**config.mk**
```make
export PLATFORM = sky130hd
export DESIGN_NAME = axi4_read_slave_responder
export DESIGN_NICKNAME = d
export VERILOG_FILES = /design/src/rtl/axi4_read_slave_responder.sv
export SDC_FILE = /design/constraint.sdc
export NUM_CORES = 1
export LEC_CHECK = 0
export CAP_MARGIN = 20
export CORE_ASPECT_RATIO = 1.1
export CORE_MARGIN = 4
export CORE_UTILIZATION = 40
export DETAILED_ROUTE_END_ITERATION = 7
export GPL_TIMING_DRIVEN = 1
export PLACE_DENSITY_LB_ADDON = 0.12
export SYNTH_ARGS = -nofsm -noshare
export SYNTH_HDL_FRONTEND = slang
export SYNTH_SLANG_ARGS = --single-unit
export TNS_END_PERCENT = 30
```
**constraint.sdc**
```tcl
create_clock -name clk -period 7.6 [get_ports clk]
set_input_delay 1.52 -clock clk [delete_from_list [all_inputs] [get_ports clk]]
set_output_delay 1.52 -clock clk [all_outputs]
set_load 0.01 [all_outputs]
```
**src/rtl/axi4_read_slave_responder.sv**
```systemverilog
// rtl/axi4_read_slave_responder.sv - AXI4 read slave answering bursts with address-pattern data
// Queues AR requests, waits RD_LATENCY cycles, then streams one whole burst at a time.

module axi4_read_slave_responder #(
   parameter int          ADDR_WIDTH = 32,
   parameter int          DATA_WIDTH = 64,
   parameter int          ID_WIDTH   = 4,
   parameter int          FIFO_DEPTH = 4,
   parameter int          RD_LATENCY = 2,
   parameter logic [31:0] MEM_SIZE   = 32'h0001_0000
) (
   input  logic                  clk,
   input  logic                  rst,
   input  logic                  arvalid,
   output logic                  arready,
   input  logic [ID_WIDTH-1:0]   arid,
   input  logic [ADDR_WIDTH-1:0] araddr,
   input  logic [7:0]            arlen,
   input  logic [2:0]            arsize,
   input  logic [1:0]            arburst,
   output logic                  rvalid,
   input  logic                  rready,
   output logic [ID_WIDTH-1:0]   rid,
   output logic [DATA_WIDTH-1:0] rdata,
   output logic [1:0]            rresp,
   output logic                  rlast
);

   localparam int PTR_W = $clog2(FIFO_DEPTH);
   localparam int CNT_W = PTR_W + 1;
   localparam int REP   = DATA_WIDTH / ADDR_WIDTH;
   localparam int ENT_W = ID_WIDTH + ADDR_WIDTH + 8 + 3 + 2;
   localparam logic [ADDR_WIDTH-1:0] MEM_LIMIT = ADDR_WIDTH'(MEM_SIZE);

   typedef enum logic [1:0] {S_IDLE, S_WAIT, S_BURST} state_t;

   state_t state, state_next;

   logic [ENT_W-1:0]      fifo_mem [FIFO_DEPTH];
   logic [PTR_W-1:0]      wr_ptr;
   logic [PTR_W-1:0]      rd_ptr;
   logic [CNT_W-1:0]      count;
   logic                  fifo_full;
   logic                  fifo_empty;
   logic                  push;
   logic                  pop;
   logic                  beat_fire;

   logic [ID_WIDTH-1:0]   h_id;
   logic [ADDR_WIDTH-1:0] h_addr;
   logic [7:0]            h_len;
   logic [2:0]            h_size;
   logic [1:0]            h_burst;
   logic [ADDR_WIDTH-1:0] h_cont;
   logic [ADDR_WIDTH-1:0] h_lower;
   logic [1:0]            h_resp;

   logic [3:0]            lat_cnt;
   logic [7:0]            beat_cnt;
   logic [ID_WIDTH-1:0]   act_id;
   logic [7:0]            act_len;
   logic [2:0]            act_size;
   logic [1:0]            act_burst;
   logic [1:0]            act_resp;
   logic [ADDR_WIDTH-1:0] cur_addr;
   logic [ADDR_WIDTH-1:0] wrap_lower;
   logic [ADDR_WIDTH-1:0] wrap_end;

   logic [ADDR_WIDTH-1:0] nbytes;
   logic [ADDR_WIDTH-1:0] incr_addr;
   logic [ADDR_WIDTH-1:0] next_addr;
   logic                  last_beat;

   assign fifo_full  = (count == CNT_W'(FIFO_DEPTH));
   assign fifo_empty = (count == '0);
   assign arready    = !fifo_full;
   assign push       = arvalid && arready;

   always_ff @(posedge clk) begin
      if (push) begin
         fifo_mem[wr_ptr] <= {arid, araddr, arlen, arsize, arburst};
      end
   end

   always_ff @(posedge clk or posedge rst) begin
      if (rst) begin
         wr_ptr <= '0;
         rd_ptr <= '0;
         count  <= '0;
      end else begin
         if (push) wr_ptr <= wr_ptr + PTR_W'(1);
         if (pop)  rd_ptr <= rd_ptr + PTR_W'(1);
         case ({push, pop})
            2'b10:   count <= count + CNT_W'(1);
            2'b01:   count <= count - CNT_W'(1);
            default: count <= count;
         endcase
      end
   end

   assign {h_id, h_addr, h_len, h_size, h_burst} = fifo_mem[rd_ptr];

   // Wrap container is (len+1) beats of 2^size bytes; only meaningful for WRAP bursts.
   assign h_cont  = (ADDR_WIDTH'(h_len) + ADDR_WIDTH'(1)) << h_size;
   assign h_lower = h_addr & ~(h_cont - ADDR_WIDTH'(1));
   assign h_resp  = (h_addr >= MEM_LIMIT) ? 2'b11 :
                    (h_burst == 2'd3)     ? 2'b10 : 2'b00;

   assign nbytes    = ADDR_WIDTH'(1) << act_size;
   assign incr_addr = (cur_addr & ~(nbytes - ADDR_WIDTH'(1))) + nbytes;
   assign last_beat = (beat_cnt == act_len);

   always_comb begin
      next_addr = incr_addr;
      case (act_burst)
         2'd0:    next_addr = cur_addr;
         2'd2:    next_addr = (incr_addr == wrap_end) ? wrap_lower : incr_addr;
         default: next_addr = incr_addr;
      endcase
   end

   always_ff @(posedge clk or posedge rst) begin
      if (rst) begin
         state <= S_IDLE;
      end else begin
         state <= state_next;
      end
   end

   always_comb begin
      state_next = state;
      pop        = 1'b0;
      beat_fire  = 1'b0;
      case (state)
         S_IDLE: begin
            if (!fifo_empty) begin
               pop        = 1'b1;
               state_next = (RD_LATENCY > 0) ? S_WAIT : S_BURST;
            end
         end
         S_WAIT: begin
            if (lat_cnt <= 4'd1) state_next = S_BURST;
         end
         S_BURST: begin
            if (rready) begin
               beat_fire = 1'b1;
               if (last_beat) state_next = S_IDLE;
            end
         end
         default: state_next = S_IDLE;
      endcase
   end

   always_ff @(posedge clk or posedge rst) begin
      if (rst) begin
         lat_cnt    <= '0;
         beat_cnt   <= '0;
         act_id     <= '0;
         act_len    <= '0;
         act_size   <= '0;
         act_burst  <= '0;
         act_resp   <= '0;
         cur_addr   <= '0;
         wrap_lower <= '0;
         wrap_end   <= '0;
      end else begin
         if (pop) begin
            lat_cnt    <= 4'(RD_LATENCY);
            beat_cnt   <= '0;
            act_id     <= h_id;
            act_len    <= h_len;
            act_size   <= h_size;
            act_burst  <= h_burst;
            act_resp   <= h_resp;
            cur_addr   <= h_addr;
            wrap_lower <= h_lower;
            wrap_end   <= h_lower + h_cont;
         end else if (state == S_WAIT) begin
            lat_cnt <= lat_cnt - 4'd1;
         end
         if (beat_fire) begin
            beat_cnt <= beat_cnt + 8'd1;
            cur_addr <= next_addr;
         end
      end
   end

   // Payload is forced to zero outside BURST so reset and idle read all-zero.
   assign rvalid = (state == S_BURST);
   assign rid    = rvalid ? act_id : '0;
   assign rresp  = rvalid ? act_resp : 2'b00;
   assign rlast  = rvalid && last_beat;
   assign rdata  = (rvalid && act_resp == 2'b00) ? {REP{cur_addr}} : '0;

endmodule

```
==> metrics.csv <==
stage,metric,value,unit
status,outcome,completed,
global_route,track_usage,19.23,%
sta,drv_slew,0,
finish,nets,1731,
route,drtIter0Drc,876,
cts,cts_setup_buffers,0,
route,routed_wl,47.09,mm
logic_synthesis,seq_area_frac_synth,51.69,%
setup_path,critPathKind,flip-flop to flip-flop,
cts,root_buffer,clkbuf_16,
placement,gp_congestion,0.8440,
sta,hold_viol,0,
floorplanning,coreArea,0.04449,mm2
setup_path,r2r_cells,19,
sta,fin_hold_ws,0.4755,ns
cts,cts.repair.resized,0,
route,dr_total_vias,12540,
power_and_ir_drop,p_sw,4366,uW
route,routedWlPerCell,20.82,um
power_and_ir_drop,pwr-share-clk,18.0,%
logic_synthesis,syn_avg_cell_area,11.30,um2
floorplanning,die_y,230.3,um
sta,fmax,146.0,MHz
logic_synthesis,synth_nets,1669,
setup_path,path_common_cell,ha_1,
cts,clockBufferDepth,3,
power_and_ir_drop,seq_power_share,30.2,%
power_and_ir_drop,powerDensity,479.8,mW/mm2
sta,worst_pin_slew,0.8867,ns
global_route,antenna_found_initial,2,
sta,rsz0062_at_grt,false,
sta,slew_headroom,40.43,%
cts,cts_tree,built,
route,drc,0,
setup_path,worstPathRequired,8.02,ns
global_route,overflow,0,
global_route,grt_pass1_wl,74.11,mm
cts,ctsHoldBuffers,0,
floorplanning,dieArea,0.04839,mm2
logic_synthesis,synth_edf_count,196,
setup_path,critPathSlowestCell,dfrtp_4,
power_and_ir_drop,power_frac_comb,51.8,%
cts,clk_latency,0.53,ns
finish,area_growth,15.11,%
cts,clk_pin_slew,0.06,ns
power_and_ir_drop,internal_power,5561,uW
logic_synthesis,yosysUniqueCellTypes,99,
sta,skew,0.009642,ns
placement,dpl.hpwl,33.49,mm
setup_path,slowest_delay,0.80,ns
setup_path,path_max_fanout,29,
setup_path,cp-start-kind,flip-flop,
cts,numCtsBuffers,37,
finish,antenna_cells,0,
power_and_ir_drop,peakVddDrop,0.0002578,V
job,drv_cap,0,
floorplanning,row_count,81,
sta,min_period,6.848,ns
route,drt_pass1_iterations,7,
power_and_ir_drop,sw_frac_of_total,43.98,%
placement,numPortBuffers,125,
global_route,grt_max_degree,77,
sta,setup_viol,0,
logic_synthesis,async_flop_share,40.96,%
placement,placed_area,0.01947,mm2
finish,drive_gt1_share,10.29,%
setup_path,path_cells,mux4_2 > ha_1 > inv_1 > nor3b_1 > o211ai_1 > a21oi_1 > a211oi_1 > o32ai_1 > or4_1 > or2_1 > nor4_1 > ha_1 > and2_1 > ha_1 > a21oi_1 > or3b_2 > a21oi_2 > nand3_1 > mux2_1,
setup_path,cp-end-kind,flip-flop,
setup_path,cp.arrival,7.26,ns
cts,cts.sinks,332,
logic_synthesis,netlist_area,0.01797,mm2
sta,layout_worst_path_cycle_share,90.10,%
worst_hold_path,hold-path-cell-count,2,
worst_hold_path,min_path_type,flip-flop to flip-flop,
floorplanning,die_w,210.1,um
logic_synthesis,ys_warn_count,0,
global_route,grt_pass1_vias,12420,
power_and_ir_drop,power.leakage,0.008006,uW
logic_synthesis,synth_ff_type,edfxtp_1,
cts,htreeDepth,2,
route,vias_per_cell,5.544,
floorplanning,ios,126,
floorplanning,start_util,40.39,%
logic_synthesis,netlist_instances,1591,
sta,fin_tns_setup,0,ns
finish,final_cell_area,0.02069,mm2
route,drtAntennaViolNets,0,
logic_synthesis,ys_seq_elements,332,
==> cell usage after synthesis, types with 24 or more instances <==
master    number  area [um2]
mux2i_1       44       440.4
clkbuf_1      55       206.5
xor2_1        47       411.6
ha_1          24       300.3
o21ai_0       98       490.5
nor2_1        64       240.2
mux4_2        49        1104
and2_1        58       362.9
nand2_1      212       795.8
edfxtp_1     196        5886
nand3_1       49       245.2
and3_1        37       231.5
inv_1         36       135.1
buf_4         36       270.3
xnor2_1       54       473.0
dfrtp_1      136        3403
a21oi_1       68       340.3
==> worst max-delay path: cells and delay by family, from the launching register on <==
kind	cells	cell delay (ns)
DFF	1	0.80
adders and majority gates	3	1.00
buffers and inverters	1	0.17
and+or+nand+nor	7	2.20
muxes	2	1.05
AOI/OAI and AO/OA	6	1.49
==> worst paths after layout <==
path / start / to / slack [ns]
setup reg to reg: rd_ptr[0]$_DFFE_PP0P_ / wrap_end[29]$_DFFE_PP0P_ / 0.75
min in group asynchronous: rst / lat_cnt[0]$_DFFE_PP0P_ / 1.50
setup / recovery: rd_ptr[0]$_DFFE_PP0P_ / wrap_end[29]$_DFFE_PP0P_ / 0.75
hold / removal: act_id[0]$_DFFE_PP0P_ / act_id[0]$_DFFE_PP0P_ / 0.48
hold reg to reg: act_id[0]$_DFFE_PP0P_ / act_id[0]$_DFFE_PP0P_ / 0.48
max in group asynchronous: rst / wrap_lower[14]$_DFFE_PP0P_ / 4.76
==> registers in the layout (all words and copies together), names as in the netlist <==
signal      flops
lat_cnt         4
rd_ptr          2
beat_cnt        8
count           3
state           2
act_burst       2
act_size        3
wrap_lower     32
act_len         8
wrap_end       32
fifo_mem      196
cur_addr       32
act_resp        2
act_id          4
wr_ptr          2
==> power by group through the flow <==
stage	combinational (uW)	clock, uW	sequential (uW)
4_1_cts	5150	1840	3000
3_3_place_gp	5090	0	3020
5_1_grt	5690	1920	3080
2_1_floorplan	4010	0	2750
6_report	5140	1790	3000
3_5_place_dp	5130	0	3030
==> layout by cell type, fill, tap and decap left out, types with 15 or more instances in the layout <==
cell type,Yosys,routed
buf_4,36,17
dfrtp_1,136,134
clkdlybuf4s50_1,0,125
nor2_1,64,64
xor2_1,47,47
nor3_1,18,17
xnor2_1,54,54
and2_1,58,58
ha_1,24,24
clkbuf_16,0,38
mux2i_1,44,44
nand4_1,17,17
mux4_2,49,49
nor2b_1,15,15
nand2_1,212,212
and3_1,37,33
inv_1,36,34
nand3_1,49,49
edfxtp_1,196,196
o21ai_0,98,97
nor4_1,19,19
a21oi_1,68,68
==> metal layers <==
metal / track usage (%) / vias up / wire, um
met5: 0 / - / 8
met4: 4.773 / 2 / 1047
met3: 2.470 / 68 / 2131
met1: 29.12 / 6182 / 22740
met2: 29.48 / 305 / 21160
li1: - / 5984 / -
==> kinds of logic after synthesis <==
kind of cell | synth area share, %
buffers and inverters | 4.282
multiplexers | 9.699
AO/OA/AOI/OAI | 11.50
XOR/XNOR | 5.904
flip-flops | 51.69
AND/OR/NAND/NOR | 15.09
adder cells (fa/ha/maj) | 1.838
==> metrics by stage <==
| step | setup WS [ns] | utilization [%] | std cells | power [uW] |
|---|---|---|---|---|
| after floorplan | 1.885 | - | 1591 | 6759 |
| after global placement | 0.9363 | 43.76 | 2195 | 8110 |
| after detailed placement | 0.7064 | 43.76 | 2195 | 8161 |
| after CTS | 0.6765 | 46.50 | 2262 | 9993 |
| after global routing | 0.2385 | 46.50 | 2262 | 10690 |
| final | 0.7522 | 46.50 | 2262 | 9927 |
==> final cells by class <==
cell class / count / area (um2)
Tap cell: 581 / 726.9
Multi-Input combinational cell: 1104 / 7931
Inverter: 36 / 140.1
Clock inverter: 16 / 176.4
Fill cell: 4118 / 23800
Sequential cell: 332 / 9294
Clock buffer: 51 / 1040
Timing Repair Buffer: 142 / 1379
(Power assumes the default switching activity.)
